File: src/rtl/cpu_types_pkg.sv
`timescale 1ns/1ps
`default_nettype none
// ============================================================================
// Module      : cpu_types_pkg
// Description : Shared instruction-cache types: geometry constants, the
//               responder state type and the packed frame layout.
// Revision    : 1.0 - initial release
// ============================================================================
package cpu_types_pkg;

    localparam int ICACHE_SETS   = 16;
    localparam int ICACHE_WORD_W = 32;
    localparam int ICACHE_IDX_W  = $clog2(ICACHE_SETS);
    localparam int ICACHE_TAG_W  = ICACHE_WORD_W - ICACHE_IDX_W - 2;

    typedef enum logic [0:0] {
        IDLE  = 1'b0,
        FETCH = 1'b1
    } icache_state_t;

    typedef struct packed {
        logic                     valid;
        logic [ICACHE_TAG_W-1:0]  tag;
        logic [ICACHE_WORD_W-1:0] data;
    } icache_frame_t;

endpackage : cpu_types_pkg
`default_nettype wire

File: src/rtl/icache_responder_if.sv
`timescale 1ns/1ps
`default_nettype none
// ============================================================================
// Module      : icache_responder_if
// Description : Fetch-port and memory-port signals of the instruction cache.
//               slave = cache side, master = datapath/memory environment.
// Revision    : 1.0 - initial release
// ============================================================================
interface icache_responder_if #(
    parameter int WORD_W = 32
);
    logic              imemREN;
    logic [WORD_W-1:0] imemaddr;
    logic              ihit;
    logic [WORD_W-1:0] imemload;
    logic              flush;
    logic              iREN;
    logic [WORD_W-1:0] iaddr;
    logic              iwait;
    logic [WORD_W-1:0] iload;

    modport slave (
        input  imemREN, imemaddr, flush, iwait, iload,
        output ihit, imemload, iREN, iaddr
    );

    modport master (
        output imemREN, imemaddr, flush, iwait, iload,
        input  ihit, imemload, iREN, iaddr
    );
endinterface : icache_responder_if
`default_nettype wire

File: src/rtl/icache_responder.sv
`timescale 1ns/1ps
`default_nettype none
// ============================================================================
// Module      : icache_responder
// Description : Direct-mapped, one-word-block instruction cache. Hits answer
//               combinationally; misses fetch through the memory handshake.
// Revision    : 1.0 - initial release
// ============================================================================
module icache_responder
    import cpu_types_pkg::*;
#(
    parameter int SETS   = ICACHE_SETS,
    parameter int WORD_W = ICACHE_WORD_W
) (
    input  wire logic         CLK,
    input  wire logic         RST,
    icache_responder_if.slave bus,
    output logic [31:0]       hit_cnt,
    output logic [31:0]       miss_cnt
);

    localparam int c_IDX_W = $clog2(SETS);
    localparam int c_TAG_W = WORD_W - c_IDX_W - 2;

    icache_frame_t     r_frames [SETS];
    icache_state_t     r_state;
    icache_state_t     w_state_next;
    logic [WORD_W-1:0] r_miss_addr;
    logic [31:0]       r_hit_cnt;
    logic [31:0]       r_miss_cnt;

    logic [c_IDX_W-1:0] w_idx;
    logic [c_TAG_W-1:0] w_tag;
    logic [c_IDX_W-1:0] w_miss_idx;
    logic [c_TAG_W-1:0] w_miss_tag;
    icache_frame_t      w_frame;
    logic               w_hit;
    logic               w_miss;
    logic               w_fill;

    assign w_idx      = bus.imemaddr[c_IDX_W+1:2];
    assign w_tag      = bus.imemaddr[WORD_W-1:c_IDX_W+2];
    assign w_miss_idx = r_miss_addr[c_IDX_W+1:2];
    assign w_miss_tag = r_miss_addr[WORD_W-1:c_IDX_W+2];
    assign w_frame    = r_frames[w_idx];

    assign hit_cnt  = r_hit_cnt;
    assign miss_cnt = r_miss_cnt;

    // Hit/miss decode, next state and port outputs. Lookups only happen in
    // IDLE, so ihit can never rise while a fill is outstanding.
    always_comb begin
        w_hit        = 1'b0;
        w_miss       = 1'b0;
        w_fill       = 1'b0;
        w_state_next = r_state;
        bus.ihit     = 1'b0;
        bus.imemload = '0;
        bus.iREN     = 1'b0;
        bus.iaddr    = '0;
        case (r_state)
            IDLE: begin
                if (bus.imemREN) begin
                    if (w_frame.valid && (w_frame.tag == w_tag)) begin
                        w_hit        = 1'b1;
                        bus.ihit     = 1'b1;
                        bus.imemload = w_frame.data;
                    end else begin
                        w_miss       = 1'b1;
                        w_state_next = FETCH;
                    end
                end
            end
            FETCH: begin
                bus.iREN  = 1'b1;
                bus.iaddr = r_miss_addr;
                if (!bus.iwait) begin
                    w_fill       = 1'b1;
                    w_state_next = IDLE;
                end
            end
            default: w_state_next = IDLE;
        endcase
    end

    always_ff @(posedge CLK) begin
        if (RST) begin
            r_state <= IDLE;
        end else begin
            r_state <= w_state_next;
        end
    end

    // The miss address is held for the whole fetch so that the fill lands in
    // the right frame even if the datapath moves on.
    always_ff @(posedge CLK) begin
        if (RST) begin
            r_miss_addr <= '0;
        end else if (w_miss) begin
            r_miss_addr <= {bus.imemaddr[WORD_W-1:2], 2'b00};
        end
    end

    // Flush is applied after the fill so a coincident flush leaves it invalid.
    always_ff @(posedge CLK) begin
        if (RST) begin
            for (int i = 0; i < SETS; i++) begin
                r_frames[i].valid <= 1'b0;
            end
        end else begin
            if (w_fill) begin
                r_frames[w_miss_idx] <= '{valid: 1'b1, tag: w_miss_tag, data: bus.iload};
            end
            if (bus.flush) begin
                for (int i = 0; i < SETS; i++) begin
                    r_frames[i].valid <= 1'b0;
                end
            end
        end
    end

    always_ff @(posedge CLK) begin
        if (RST) begin
            r_hit_cnt  <= '0;
            r_miss_cnt <= '0;
        end else begin
            if (w_hit) begin
                r_hit_cnt <= r_hit_cnt + 32'd1;
            end
            if (w_miss) begin
                r_miss_cnt <= r_miss_cnt + 32'd1;
            end
        end
    end

endmodule : icache_responder
`default_nettype wire
File: src/flat_wrapper.sv
// flat-port wrapper written by rule: the top's interface ports become plain ports
module icache_responder_flat import cpu_types_pkg::*;
#(
    parameter int SETS   = ICACHE_SETS,
    parameter int WORD_W = ICACHE_WORD_W
)
  (CLK, RST, hit_cnt, miss_cnt, bus_imemREN, bus_imemaddr, bus_flush, bus_iwait, bus_iload, bus_ihit, bus_imemload, bus_iREN, bus_iaddr);
  icache_responder_if #(.WORD_W(WORD_W)) bus_i ();
  input  wire logic CLK;
  input  wire logic RST;
  output logic [31:0] hit_cnt;
  output logic [31:0] miss_cnt;
  input wire logic [$bits(bus_i.imemREN)-1:0] bus_imemREN;
  input wire logic [$bits(bus_i.imemaddr)-1:0] bus_imemaddr;
  input wire logic [$bits(bus_i.flush)-1:0] bus_flush;
  input wire logic [$bits(bus_i.iwait)-1:0] bus_iwait;
  input wire logic [$bits(bus_i.iload)-1:0] bus_iload;
  output wire logic [$bits(bus_i.ihit)-1:0] bus_ihit;
  output wire logic [$bits(bus_i.imemload)-1:0] bus_imemload;
  output wire logic [$bits(bus_i.iREN)-1:0] bus_iREN;
  output wire logic [$bits(bus_i.iaddr)-1:0] bus_iaddr;
  assign bus_i.imemREN = bus_imemREN;
  assign bus_i.imemaddr = bus_imemaddr;
  assign bus_i.flush = bus_flush;
  assign bus_i.iwait = bus_iwait;
  assign bus_i.iload = bus_iload;
  assign bus_ihit = bus_i.ihit;
  assign bus_imemload = bus_i.imemload;
  assign bus_iREN = bus_i.iREN;
  assign bus_iaddr = bus_i.iaddr;
  icache_responder #(.SETS(SETS), .WORD_W(WORD_W)) u_core (.CLK(CLK), .RST(RST), .bus(bus_i), .hit_cnt(hit_cnt), .miss_cnt(miss_cnt));
endmodule
File: config.mk
export PLATFORM = sky130hd
export DESIGN_NAME = icache_responder_flat
export DESIGN_NICKNAME = d
export VERILOG_FILES = /design/src/rtl/cpu_types_pkg.sv /design/src/rtl/icache_responder_if.sv /design/src/rtl/icache_responder.sv /design/src/flat_wrapper.sv
export SDC_FILE = /design/constraint.sdc
export NUM_CORES = 1
export LEC_CHECK = 0
export BUFFER_PORTS_ARGS = -buffer_cell sky130_fd_sc_hd__buf_2
export CAP_MARGIN = 20
export CORE_MARGIN = 1
export CORE_UTILIZATION = 30
export CTS_BUF_LIST = sky130_fd_sc_hd__clkbuf_4 sky130_fd_sc_hd__clkbuf_8 sky130_fd_sc_hd__clkbuf_16
export DETAILED_ROUTE_END_ITERATION = 8
export PLACE_DENSITY = 0.56
export SYNTH_ARGS = -nofsm -noshare
export SYNTH_HDL_FRONTEND = slang
export SYNTH_SLANG_ARGS = --single-unit
File: constraint.sdc
create_clock -name CLK -period 6.4 [get_ports CLK]
set_input_delay 1.28 -clock CLK [delete_from_list [all_inputs] [get_ports CLK]]
set_output_delay 1.28 -clock CLK [all_outputs]
set_load 0.01 [all_outputs]
==> summary.md, run 1 <==
| Metric | Value |
|---|---|
| Status | `complete, no violations` |
| Layout Nets | `between 2000 and 2500` |
| Top cell type's share of synthesized area | `0.678` |
| Synth warn | `0` |
| CTS Sinks | `1039` |
| Inst Count DP | `4092` |
| Worst min path class | `reg2reg` |
| Number of global-route vias before repair | `22400` |
| Fin crit period | `about 6 ns` |
| Worst Hold Launch | `u_core.r_frames[6][58]` |
| Critical path class | `in2out` |
| Final WL | `roughly 110000 um` |
| Total die area | `roughly 140000 um2` |
| Die width | `372 um` |
| 1st-pass router iterations | `7` |
| First-pass GRT wire length | `between 150000 and 200000 um` |
| Top flip-flop cell by instance count after synthesis | `edfxtp_1` |
| Peak supply drop | `between 0.0002 and 0.00025 V` |
| IO Port Bufs | `194` |
| FFs w/ async S/R, synth | `0` |
| Setup_tns | `0 ns` |
| CTS tree | `yes` |
| Leak Pwr | `between 15 and 20 nW` |
| Headroom to the max-slew limit | `0.301` |
| Avg Inst Size Synth | `around 19 um2` |
| PnR Total Power | `between 0.01 and 0.015 W` |
| #FFs+latches synth | `a little over 1000` |
| Drt drc | `0` |
| # resized after CTS | `0` |
| Worst path bufs/invs | `4` |
| Initial Utilization | `0.303` |
| Slowest CP cell | `mux4_2` |
| Std cell rows | `approximately 140` |
| CTS Buffer Depth | `3` |
| Share of cells above drive strength 1 | `0.300` |
| Synth cell types | `a little under 60` |
| Reg-to-reg slack, setup | `around 2.4 ns` |
| GPL Wtd Cong | `just under 0.8` |
| Reg2reg end | `u_core.hit_cnt[18]` |
| Cells after Synth | `about 2200` |
| Synth-to-Final Area Change | `16.8%` |
| Routed vias/inst | `5.08` |
| Period Utilization, post-route | `0.961` |
| GRT Total Usage | `0.155` |
| Reg2reg path depth | `9` |
| Largest net degree at the start of global routing | `between 100 and 150` |
| CORE AREA | `136000 um2` |
| Syn Std Cell Area | `between 40000 and 50000 um2` |
| Final Max Slew Viols | `0` |
| Clk_skew | `0.0195 ns` |
| Unrepaired setup endpoints after global routing | `no` |
| Initial antenna violation count | `17` |
| Post-DR wirelength/cell | `between 20 and 30 um` |
| Crit Path Max Fanout | `38` |
| Post-CTS Setup Inserts | `0` |
| Post-synth EDFFs | `approximately 930` |
| Die height | `between 300 and 400 um` |
| Top delay family on crit path | `simple AND/OR/NAND/NOR gates` |
| GRT overflow | `0` |
| DRT antenna net count | `0` |
| Crit path DAT | `between 4 and 5 ns` |
| Maxcap violations | `0` |
| CTS Hold Buffers Added | `0` |
| Via count | `21800` |
| Area leader, netlist | `edfxtp_1` |
| Critical Path Source Type | `input pin` |
| Critical Path RT | `between 5 and 6 ns` |
| Pwr Density | `between 200 and 300 nW/um2` |
| DR iter-0 viols | `roughly 2100` |
| Critical path, cell by cell | `buf_8, buf_4, mux4_2, a22oi_1, nand3_1, xor2_1, or4b_1, nor4_2, buf_12, and3_1, buf_2` |
| F_max | `between 150 and 200 MHz` |
| Synth area leaders | `edfxtp_1 (68%), mux4_2 (14%), dfxtp_1 (5.4%), mux2i_1 (1.3%), nand2_1 (1.3%)` |
| Hold Path Depth | `2` |
| Non-Filler Instances | `4293` |
| Worst-Skew Late Latency | `0.71 ns` |
| Final number of setup-violating endpoints | `0` |
| WHS Endpoint | `u_core.r_frames[6][58]` |
| I/O pin count | `slightly below 200` |
| Worst setup EP type | `primary output` |
| Final HPWL DP | `a little over 60000 um` |
| Worst flop-to-flop path startpoint | `u_core.r_frames[12][35]` |
| Reg clk slew, reported paths | `~0.060 ns` |
| Root Driver | `clkbuf_16` |
| Sequential fraction of the synthesis area | `0.732` |
| CTS Buf Count | `around 110` |
| Worst slew pin tran | `roughly 1.0 ns` |
| H-tree Lvls | `3` |
| Max stage delay on crit path | `between 0.5 and 0.6 ns` |
| Final Hold Fails | `0` |
-- Yosys cell counts (22+ instances only) --
cell type    n
nor2_1      51
mux2i_1     53
nand3_1     50
mux2_2      25
or4_1       29
clkbuf_1    68
edfxtp_1   928
dfxtp_1    111
nor2b_1     22
and3_1      38
inv_1       26
mux4_2     252
and2_1      33
buf_2       29
a21oi_1     84
nand2_1    138
-- final cells by class --
type                            instances  area, um2
Fill cell                           12600      87700
Antenna cell                            4       10.0
Timing Repair Buffer                  257       1690
Clock buffer                          131       2840
Sequential cell                      1039      30100
Clock inverter                         63        634
Tap cell                             1781       2230
Inverter                               27        116
Multi-Input combinational cell        991      10400
-- flip-flops by register name (all words and copies together), names as in the netlist --
| name | cells |
|---|---|
| u_core.r_frames | 944 |
| u_core.miss_cnt | 32 |
| u_core.r_state | 1 |
| u_core.hit_cnt | 32 |
| u_core.r_miss_addr | 30 |
-- stage by stage --
step | hold WS [ns] | utilization | worst slack [ns] | cell area (um2)
finish | 0.458 | 0.354 | 0.247 | 48000
global route | 0.483 | 0.354 | 0.0375 | 48000
CTS | 0.458 | 0.353 | 0.191 | 47900
detailed placement | 0.450 | 0.328 | 0.199 | 44400
global placement | 0.444 | 0.327 | 0.287 | 44400
floorplan | 0.433 | - | 0.662 | 41100
-- placed cells by master (no fill, tap or decap), drive strengths merged, types with 10 or more instances in the layout --
master  instances
o31ai          18
or2            12
nand4          15
clkbuf        131
o21ai          17
and3           38
nand3          50
xor2           21
nor4           10
dfxtp         111
mux4          254
nor2           51
inv            18
a22oi          10
a21oi          84
and2           33
xnor2          16
or4            32
buf           257
or3            12
mux2           26
clkinv         59
edfxtp        928
nor2b          22
mux2i          53
nand2         138
-- logic make-up after synthesis --
| family | Yosys count | synth area share |
|---|---|---|
| adders and majority gates | 2 | 0.000609 |
| other | 1 | 0.0000913 |
| xor gates and xnor gates | 37 | 0.00807 |
| buffers and inverters | 156 | 0.0168 |
| DFF | 1039 | 0.732 |
| and+or+nand+nor | 440 | 0.0557 |
| muxes | 333 | 0.160 |
| AOI/OAI and AO/OA | 177 | 0.0270 |
-- layer usage --
layer	track usage	part of all wire
met5	0	0.0012
met2	0.255	0.49
met3	0.0326	0.061
met1	0.211	0.43
met4	0.0343	0.018
-- report_power, final --
part / total [W] / internal (W) / switching, W / leakage [nW]
Clock: 0.00618 / 0.00352 / 0.00266 / 1.73
Sequential: 0.00747 / 0.00741 / 0.0000626 / 9.01
Combinational: 0.000624 / 0.000260 / 0.000364 / 4.68
Total: 0.0143 / 0.0112 / 0.00309 / 15.4
-- worst register-to-register path: stages (launching register included) --
cell and delay [ns]:
edfxtp_1 0.38, mux4_2 0.46, mux2i_1 0.15, mux2i_1 0.11, xnor2_1 0.48, nand4_1 0.18
or4_4 0.55, or4_4 0.73, or4_4 0.54, mux2_4 0.31
-- how the worst max path moves through the flow --
stage | end | startpoint | cells past startpoint | slack [ns]
2_1_floorplan | bus_imemload[22] | bus_imemaddr[2] | 11 | 0.66
3_3_place_gp | bus_imemload[11] | bus_imemaddr[2] | 11 | 0.29
3_5_place_dp | bus_imemload[10] | bus_imemaddr[2] | 11 | 0.20
4_1_cts | bus_imemload[10] | bus_imemaddr[2] | 11 | 0.19
5_1_grt | bus_imemload[0] | bus_imemaddr[2] | 11 | 0.04
6_report | bus_imemload[1] | bus_imemaddr[2] | 11 | 0.25
(Power assumes the default switching activity.)
==> run 2, diff against run 1 <==
--- a/config.mk
+++ b/config.mk
@@ -7,11 +7,13 @@
 export LEC_CHECK = 0
 export BUFFER_PORTS_ARGS = -buffer_cell sky130_fd_sc_hd__buf_2
 export CAP_MARGIN = 20
+export CORE_ASPECT_RATIO = 1.2
 export CORE_MARGIN = 1
 export CORE_UTILIZATION = 30
 export CTS_BUF_LIST = sky130_fd_sc_hd__clkbuf_4 sky130_fd_sc_hd__clkbuf_8 sky130_fd_sc_hd__clkbuf_16
 export DETAILED_ROUTE_END_ITERATION = 8
 export PLACE_DENSITY = 0.56
+export RECOVER_POWER = 25
 export SYNTH_ARGS = -nofsm -noshare
 export SYNTH_HDL_FRONTEND = slang
 export SYNTH_SLANG_ARGS = --single-unit
==> run 2 against run 1 <==
Clock power is essentially flat. Die area barely moved. First-iteration DRC count is 17% lower. Non-clock buffer count rose by 4. Sequential power barely moved. Sequential share of layout area is 0.087 points higher. Global-route usage down 0.48 points. Utilization shrank 0.075 points. Cell area is 0.14% lower. Critical path type unchanged. Count of clock-buffer cells in the layout down 2.
==> summary.md, run 2 (synthesized netlist as in run 1, its figures left out) <==
| Metric | Value |
|---|---|
| Sequential power share | `0.524 (about the same)` |
| Total die area | `138000 um2 (about the same)` |
| Via count | `21900 (+0.24%)` |
| Worst min path class | `reg2reg` |
| Headroom to the max-slew limit | `0.272 (-0.0290)` |
| Unrepaired setup endpoints after global routing | `no` |
| Worst-Skew Late Latency | `0.67 ns (-0.04 ns)` |
| Share of cells above drive strength 1 | `0.291 (-0.00952)` |
| CTS Buf Count | `105 (unchanged)` |
| Critical path class | `in2out` |
| First-pass GRT wire length | `153000 um (-1.7%)` |
| Synth-to-Final Area Change | `16.6%` |
| Final number of setup-violating endpoints | `0 (unchanged)` |
| CTS tree | `yes` |
| H-tree Lvls | `3 (unchanged)` |
| Drt drc | `0 (unchanged)` |
| Maxcap violations | `0 (unchanged)` |
| Leak Pwr | `15.3 nW (-0.45%)` |
| Crit path DAT | `4.88 ns (about the same)` |
| Most frequent cells in the layout | `edfxtp_1 (928), mux4_2 (252), buf_2 (167)` |
| Clk_skew | `0.0194 ns (-0.0000897 ns)` |
| Clk pwr share | `0.432 (about the same)` |
| Worst Hold Launch | `u_core.r_frames[13][58]` |
| CTS Sinks | `1039 (unchanged)` |
| GRT overflow | `0 (unchanged)` |
| Combinational share of power | `0.044 (about the same)` |
| Final Hold Fails | `0 (unchanged)` |
| Global routing met1 resource utilization | `0.201 (-0.00947)` |
| Initial antenna violation count | `14 (-3)` |
| Most crowded layer after global routing | `met2` |
| Switching Fraction | `0.210 (-0.00626)` |
| 1st-pass router iterations | `7 (unchanged)` |
| F_max | `162 MHz (-0.17%)` |
| CTS Buffer Depth | `3 (unchanged)` |
| Worst setup EP type | `primary output` |
| Fin crit period | `6.16 ns (+0.0105 ns)` |
| Sw Pwr | `0.00299 W (-3.0%)` |
| Crit Path Max Fanout | `33 (-13%)` |
| I/O pin count | `199 (unchanged)` |
| Reg-to-reg slack, setup | `2.27 ns (-0.13 ns)` |
| Most common cell after layout, fill and taps aside | `edfxtp_1` |
| Critical Path Source Type | `input pin` |
| Routed vias/inst | `5.07 (-0.20%)` |
| Reg2reg end | `u_core.hit_cnt[31]` |
| Number of global-route vias before repair | `22100 (-1.3%)` |
| DR iter-0 viols | `1758 (-17%)` |
| DRT antenna net count | `0 (unchanged)` |
| WHS Endpoint | `u_core.r_frames[13][58]` |
| Initial Utilization | `0.303 (about the same)` |
| Reg2reg path depth | `8 (-1)` |
| Critical Path RT | `5.12 ns (about the same)` |
| Reg clk slew, reported paths | `0.05 ns (about the same)` |
| Final WL | `106000 um (-1.7%)` |
| Largest Register | `u_core.r_frames` |
| Largest net degree at the start of global routing | `89 (-31%)` |
| Die height | `407 um (+9.5%)` |
| Final Max Slew Viols | `0 (unchanged)` |
| Int Power | `0.0113 W (+0.68%)` |
| Hold Path Depth | `2 (unchanged)` |
| Post-DR wirelength/cell | `24.6 um (-2.2%)` |
| Post-CTS Setup Inserts | `0 (unchanged)` |
| Std cell rows | `148 (+9.6%)` |
| IO Port Bufs | `194 (unchanged)` |
| Die width | `340 um (-8.7%)` |
| Period Utilization, post-route | `0.963 (+0.00165)` |
| Final HPWL DP | `61900 um (+1.9%)` |
| Pwr Density | `298 nW/um2 (about the same)` |
| Met2 GRT Util | `0.250 (-0.00522)` |
| Status | `complete, no violations` |
| CORE AREA | `136000 um2 (about the same)` |
| Root Driver | `clkbuf_16` |
| PnR Total Power | `0.0143 W (-0.12%)` |
| Worst flop-to-flop path startpoint | `u_core.r_frames[7][52]` |
| Setup_tns | `0 ns (unchanged)` |
| Layout Nets | `2496 (+0.16%)` |
| Met3 Usage GRT | `0.0285 (-0.00410)` |
| GPL Wtd Cong | `0.814 (+3.1%)` |
| Max reg flops | `944 (unchanged)` |
| GRT Total Usage | `0.150 (-0.00483)` |
| Peak supply drop | `0.000194 V (-8.5%)` |
| Worst slew pin tran | `1.09 ns (+0.0435 ns)` |
run 2: cell type report:
type / instances / area (um2)
clock inverter: 64 / 666
timing repair buffer: 261 / 1580
multi-input combinational: 991 / 10400
tap: 1800 / 2250
clock buffer: 129 / 2830
inverter: 27 / 116
fill: 12700 / 87800
sequential: 1039 / 30100
antenna: 1 / 2.50
run 2: critical path, cell delays in order:
cell and delay [ns]:
buf_8 0.27, buf_4 0.39, mux4_2 0.56, a22oi_1 0.22, nand3_1 0.16, xor2_1 0.22
or4b_1 0.53, nor4_2 0.50, buf_12 0.27, and3_1 0.23, buf_2 0.14
run 2: repair_timing:
| item | CTS | global route |
|---|---|---|
| resized for setup | 0 | 2 |
| endpoints found under the setup margin | 0 | 32 |
| hold endpoints to repair | 0 | 0 |
| hold buffers | 0 | 0 |
run 2: worst max-delay path by stage:
stage | start | to | slack (ns) | cells after the start
global placement | bus_imemaddr[2] | bus_imemload[26] | 0.19 | 12
floorplan | bus_imemaddr[2] | bus_imemload[22] | 0.66 | 11
finish | bus_imemaddr[2] | bus_imemload[26] | 0.24 | 11
detailed placement | bus_imemaddr[2] | bus_imemload[26] | 0.09 | 12
global route | bus_imemaddr[2] | bus_imemload[26] | 0.02 | 12
CTS | bus_imemaddr[2] | bus_imemload[26] | 0.06 | 12
run 2: power by group through the flow:
| stage | sequential (W) | clock [W] | combinational [W] |
|---|---|---|---|
| global route | 0.00748 | 0.00654 | 0.000674 |
| floorplan | 0.00759 | 0 | 0.000398 |
| CTS | 0.00747 | 0.00628 | 0.000639 |
| global placement | 0.00761 | 0 | 0.000626 |
| finish | 0.00748 | 0.00616 | 0.000627 |
| detailed placement | 0.00762 | 0 | 0.000637 |
run 2: routing by layer:
metal,share of wire,wire length (um)
met5,0.00079,84
met4,0.023,2440
met3,0.064,6810
met2,0.49,52000
met1,0.42,44800
run 2: metrics by stage:
step                      hold slack (ns)  utilization  instances  instance area, um2  setup slack, ns
final                               0.456        0.353       4312               47900            0.237
after global routing                0.473        0.353       4311               47900           0.0211
after CTS                           0.453        0.353       4311               47900           0.0612
after detailed placement            0.446        0.327       4118               44400           0.0909
after global placement              0.439        0.327       4117               44400            0.188
after floorplan                     0.433            -       2186               41100            0.662
==> run 3, diff against run 2 <==
--- a/config.mk
+++ b/config.mk
@@ -5,9 +5,10 @@
 export SDC_FILE = /design/constraint.sdc
 export NUM_CORES = 1
 export LEC_CHECK = 0
+export ABC_AREA = 1
 export BUFFER_PORTS_ARGS = -buffer_cell sky130_fd_sc_hd__buf_2
 export CAP_MARGIN = 20
-export CORE_ASPECT_RATIO = 1.2
+export CORE_ASPECT_RATIO = 0.9
 export CORE_MARGIN = 1
 export CORE_UTILIZATION = 30
 export CTS_BUF_LIST = sky130_fd_sc_hd__clkbuf_4 sky130_fd_sc_hd__clkbuf_8 sky130_fd_sc_hd__clkbuf_16
==> run 3 against run 2 <==
Die area increased by 8.5%. Flip-flop and latch count unchanged. Largest cell class unchanged. Largest power group unchanged. Sequential share of layout area decreased by 4.3 points. Critical path depth decreased by 2. Critical endpoint is now bus_imemload[19].
==> summary.md, run 3 <==
| Metric | Value |
|---|---|
| CTS Sinks | `1039 (unchanged)` |
| Critical path class | `in2out` |
| Cells after Synth | `4331 (+98%)` |
| CTS Hold Buffers Added | `0 (unchanged)` |
| Pwr Density | `288 nW/um2 (-3.2%)` |
| Avg Inst Size Synth | `10.3 um2 (-45%)` |
| Most frequent cells in the layout | `nand2_1 (1223), edfxtp_1 (928), inv_1 (473)` |
| Synth Area in Simple Gates | `0.190 (+0.134)` |
| Switching Fraction | `0.225 (+0.0151)` |
| Final WL | `128000 um (+21%)` |
| GPL Wtd Cong | `0.836 (+2.8%)` |
| Top-count cell post-synth | `nand2_1` |
| Critical Path RT | `5.12 ns (about the same)` |
| Via count | `31500 (+44%)` |
| Setup ws final | `0.410 ns (+0.174 ns)` |
| Post-synth EDFFs | `928 (unchanged)` |
| Global routing met1 resource utilization | `0.216 (+0.0151)` |
| GRT Total Usage | `0.166 (+0.0154)` |
| Drt drc | `0 (unchanged)` |
| Final HPWL DP | `67100 um (+8.3%)` |
| CTS Buffer Depth | `3 (unchanged)` |
| Most crowded layer after global routing | `met2` |
| Multiplexer share of the synthesized area | `0 (-0.160)` |
| Worst min path class | `reg2reg` |
| Largest Register | `u_core.r_frames` |
| Synth-to-Final Area Change | `15.4%` |
| Fin crit period | `5.99 ns (-0.174 ns)` |
| Worst flop-to-flop path startpoint | `u_core.r_state` |
| Largest family of logic cells by synthesized area | `simple AND/OR/NAND/NOR gates` |
| Unrepaired setup endpoints after global routing | `no` |
| Setup_tns | `0 ns (unchanged)` |
| Dpl ws | `0.385 ns (+0.294 ns)` |
| Crit Path Max Fanout | `79 (+140%)` |
| Post-CTS Setup Inserts | `0 (unchanged)` |
| Worst setup EP type | `primary output` |
| Top cell type's share of synthesized area | `0.625 (-0.0536)` |
| Initial Utilization | `0.304 (+0.00125)` |
| Peak supply drop | `0.000190 V (-2.0%)` |
| Reg2reg end | `u_core.r_frames[0][20]` |
| Maxcap violations | `0 (unchanged)` |
| Root Driver | `clkbuf_16` |
| Initial antenna violation count | `13 (-1)` |
| I/O pin count | `199 (unchanged)` |
| Die width | `409 um (+20%)` |
| DRT antenna net count | `0 (unchanged)` |
| Status | `complete, no violations` |
| Final Max Slew Viols | `0 (unchanged)` |
| Worst Setup SP | `bus_imemaddr[2]` |
| Worst slew pin tran | `1.05 ns (-0.0388 ns)` |
| Worst Hold Launch | `u_core.r_frames[12][58]` |
| Largest net degree at the start of global routing | `199 (+120%)` |
| F_max | `167 MHz (+2.9%)` |
| Total die area | `150000 um2 (+8.5%)` |
| Post-DR wirelength/cell | `19.7 um (-20%)` |
| Clk_skew | `0.0385 ns (+0.0191 ns)` |
| FFs w/ async S/R, synth | `0 (unchanged)` |
| Share of cells above drive strength 1 | `0.103 (-0.188)` |
| Sw Pwr | `0.00334 W (+11%)` |
| Reg-to-reg slack, setup | `2.73 ns (+0.46 ns)` |
| Layout Nets | `4516 (+81%)` |
| Syn Std Cell Area | `44600 um2 (+8.6%)` |
| Int Power | `0.0115 W (+2.0%)` |
| Synth area leaders | `edfxtp_1 (62%), nand2_1 (10%), dfxtp_1 (5.0%), nand3_1 (4.2%), inv_1 (4.1%)` |
| CTS tree | `yes` |
| CTS Buf Count | `108 (+2.9%)` |
| Headroom to the max-slew limit | `0.297 (+0.0259)` |
| #FFs+latches synth | `1039 (unchanged)` |
| Critical Path Source Type | `input pin` |
| CORE AREA | `147000 um2 (+8.1%)` |
| Synth top cells by count | `nand2_1 (1223), edfxtp_1 (928), inv_1 (485)` |
| Worst-Skew Late Latency | `0.73 ns (+0.06 ns)` |
| Xor/xnor share of the synthesized area | `0.000589 (-0.00748)` |
| Final number of setup-violating endpoints | `0 (unchanged)` |
| Period Utilization, post-route | `0.936 (-0.0272)` |
| Routed vias/inst | `4.84 (-4.5%)` |
| Leak Pwr | `19.8 nW (+29%)` |
| Inst Count DP | `6292 (+53%)` |
| Worst setup path endpoint | `bus_imemload[19]` |
| Reg clk slew, reported paths | `0.06 ns (about the same)` |
| Max reg flops | `944 (unchanged)` |
| Sequential power share | `0.507 (-0.017)` |
| Crit path DAT | `4.71 ns (-0.17 ns)` |
| Die height | `368 um (-9.7%)` |
| Final Hold Fails | `0 (unchanged)` |
| Reg2reg path depth | `8 (unchanged)` |
| Number of global-route vias before repair | `29300 (+33%)` |
| Area leader, netlist | `edfxtp_1` |
| Most common cell after layout, fill and taps aside | `nand2_1` |
| 1st-pass router iterations | `5 (-2)` |
| Synth Area in Adders | `0.000561 (-0.0000481)` |
| Clk pwr share | `0.436 (+0.004)` |
| Non-Filler Instances | `6499 (+51%)` |
| Std cell rows | `133 (-10%)` |
| GRT overflow | `0 (unchanged)` |
| DR iter-0 viols | `2846 (+62%)` |
| Combinational share of power | `0.057 (+0.013)` |
| Synth warn | `0 (unchanged)` |
| Top flip-flop cell by instance count after synthesis | `edfxtp_1` |
| H-tree Lvls | `3 (unchanged)` |
| Met2 GRT Util | `0.285 (+0.0350)` |
| Hold slack | `0.465 ns (+0.00837 ns)` |
| Synth Area in Compound Gates | `0.0690 (+0.0420)` |
| IO Port Bufs | `194 (unchanged)` |
| Synth cell types | `35 (-41%)` |
| Sequential fraction of the synthesis area | `0.674 (-0.0578)` |
| Met3 Usage GRT | `0.0221 (-0.00639)` |
| # resized after CTS | `0 (unchanged)` |
| First-pass GRT wire length | `190000 um (+24%)` |
[run 3: stage by stage]
stage                     cell area, um2   util  power, W
after global routing               51500  0.351    0.0153
after global placement             47800  0.326   0.00850
after CTS                          51500  0.351    0.0150
after floorplan                    44600      -   0.00817
after detailed placement           47800  0.326   0.00851
final                              51500  0.351    0.0148
[run 3: power by group through the flow]
stage               registers, W  logic (W)  clock network (W)
floorplan                0.00763   0.000540                  0
global placement         0.00766   0.000842                  0
detailed placement       0.00766   0.000850                  0
CTS                      0.00752   0.000853            0.00659
global route             0.00752   0.000940            0.00685
finish                   0.00752   0.000850            0.00646
[run 3: cells by family after synthesis]
family / count (synthesis)
other cells: 1
buf+inv: 749
compound gates: 506
xor+xnor: 3
simple gates: 2031
fa+ha+maj: 2
flops: 1039
[run 3: layer usage]
metal | vias up | routed length (um)
met2 | 877 | 63600
met4 | 10 | 2980
li1 | 15000 | -
met3 | 169 | 6740
met1 | 15400 | 54600
met5 | - | 60
[run 3: critical path: stages]
cell      delay (ns)
buf_8           0.26
buf_12          0.35
buf_4           0.76
buf_4           0.73
a21oi_1         0.13
a221oi_1        0.32
o21ai_0         0.15
a21oi_1         0.38
buf_2           0.21
[run 3: layout make-up]
type	instances	area, um2
Inverter	490	1890
Timing Repair Buffer	262	1700
Fill cell	14600	95300
Clock inverter	42	445
Tap cell	1957	2450
Antenna cell	4	10.0
Clock buffer	161	3230
Sequential cell	1039	30100
Multi-Input combinational cell	2544	11700
[run 3: how the worst min path moves through the flow]
| stage | to | slack, ns | cells after the start |
|---|---|---|---|
| 3_5_place_dp | u_core.r_frames[6][58] | 0.45 | 2 |
| 6_report | u_core.r_frames[12][58] | 0.46 | 2 |
| 3_3_place_gp | u_core.r_frames[12][58] | 0.45 | 2 |
| 5_1_grt | u_core.r_frames[12][58] | 0.47 | 2 |
| 2_1_floorplan | u_core.r_frames[12][58] | 0.44 | 2 |
| 4_1_cts | u_core.r_frames[12][58] | 0.47 | 2 |
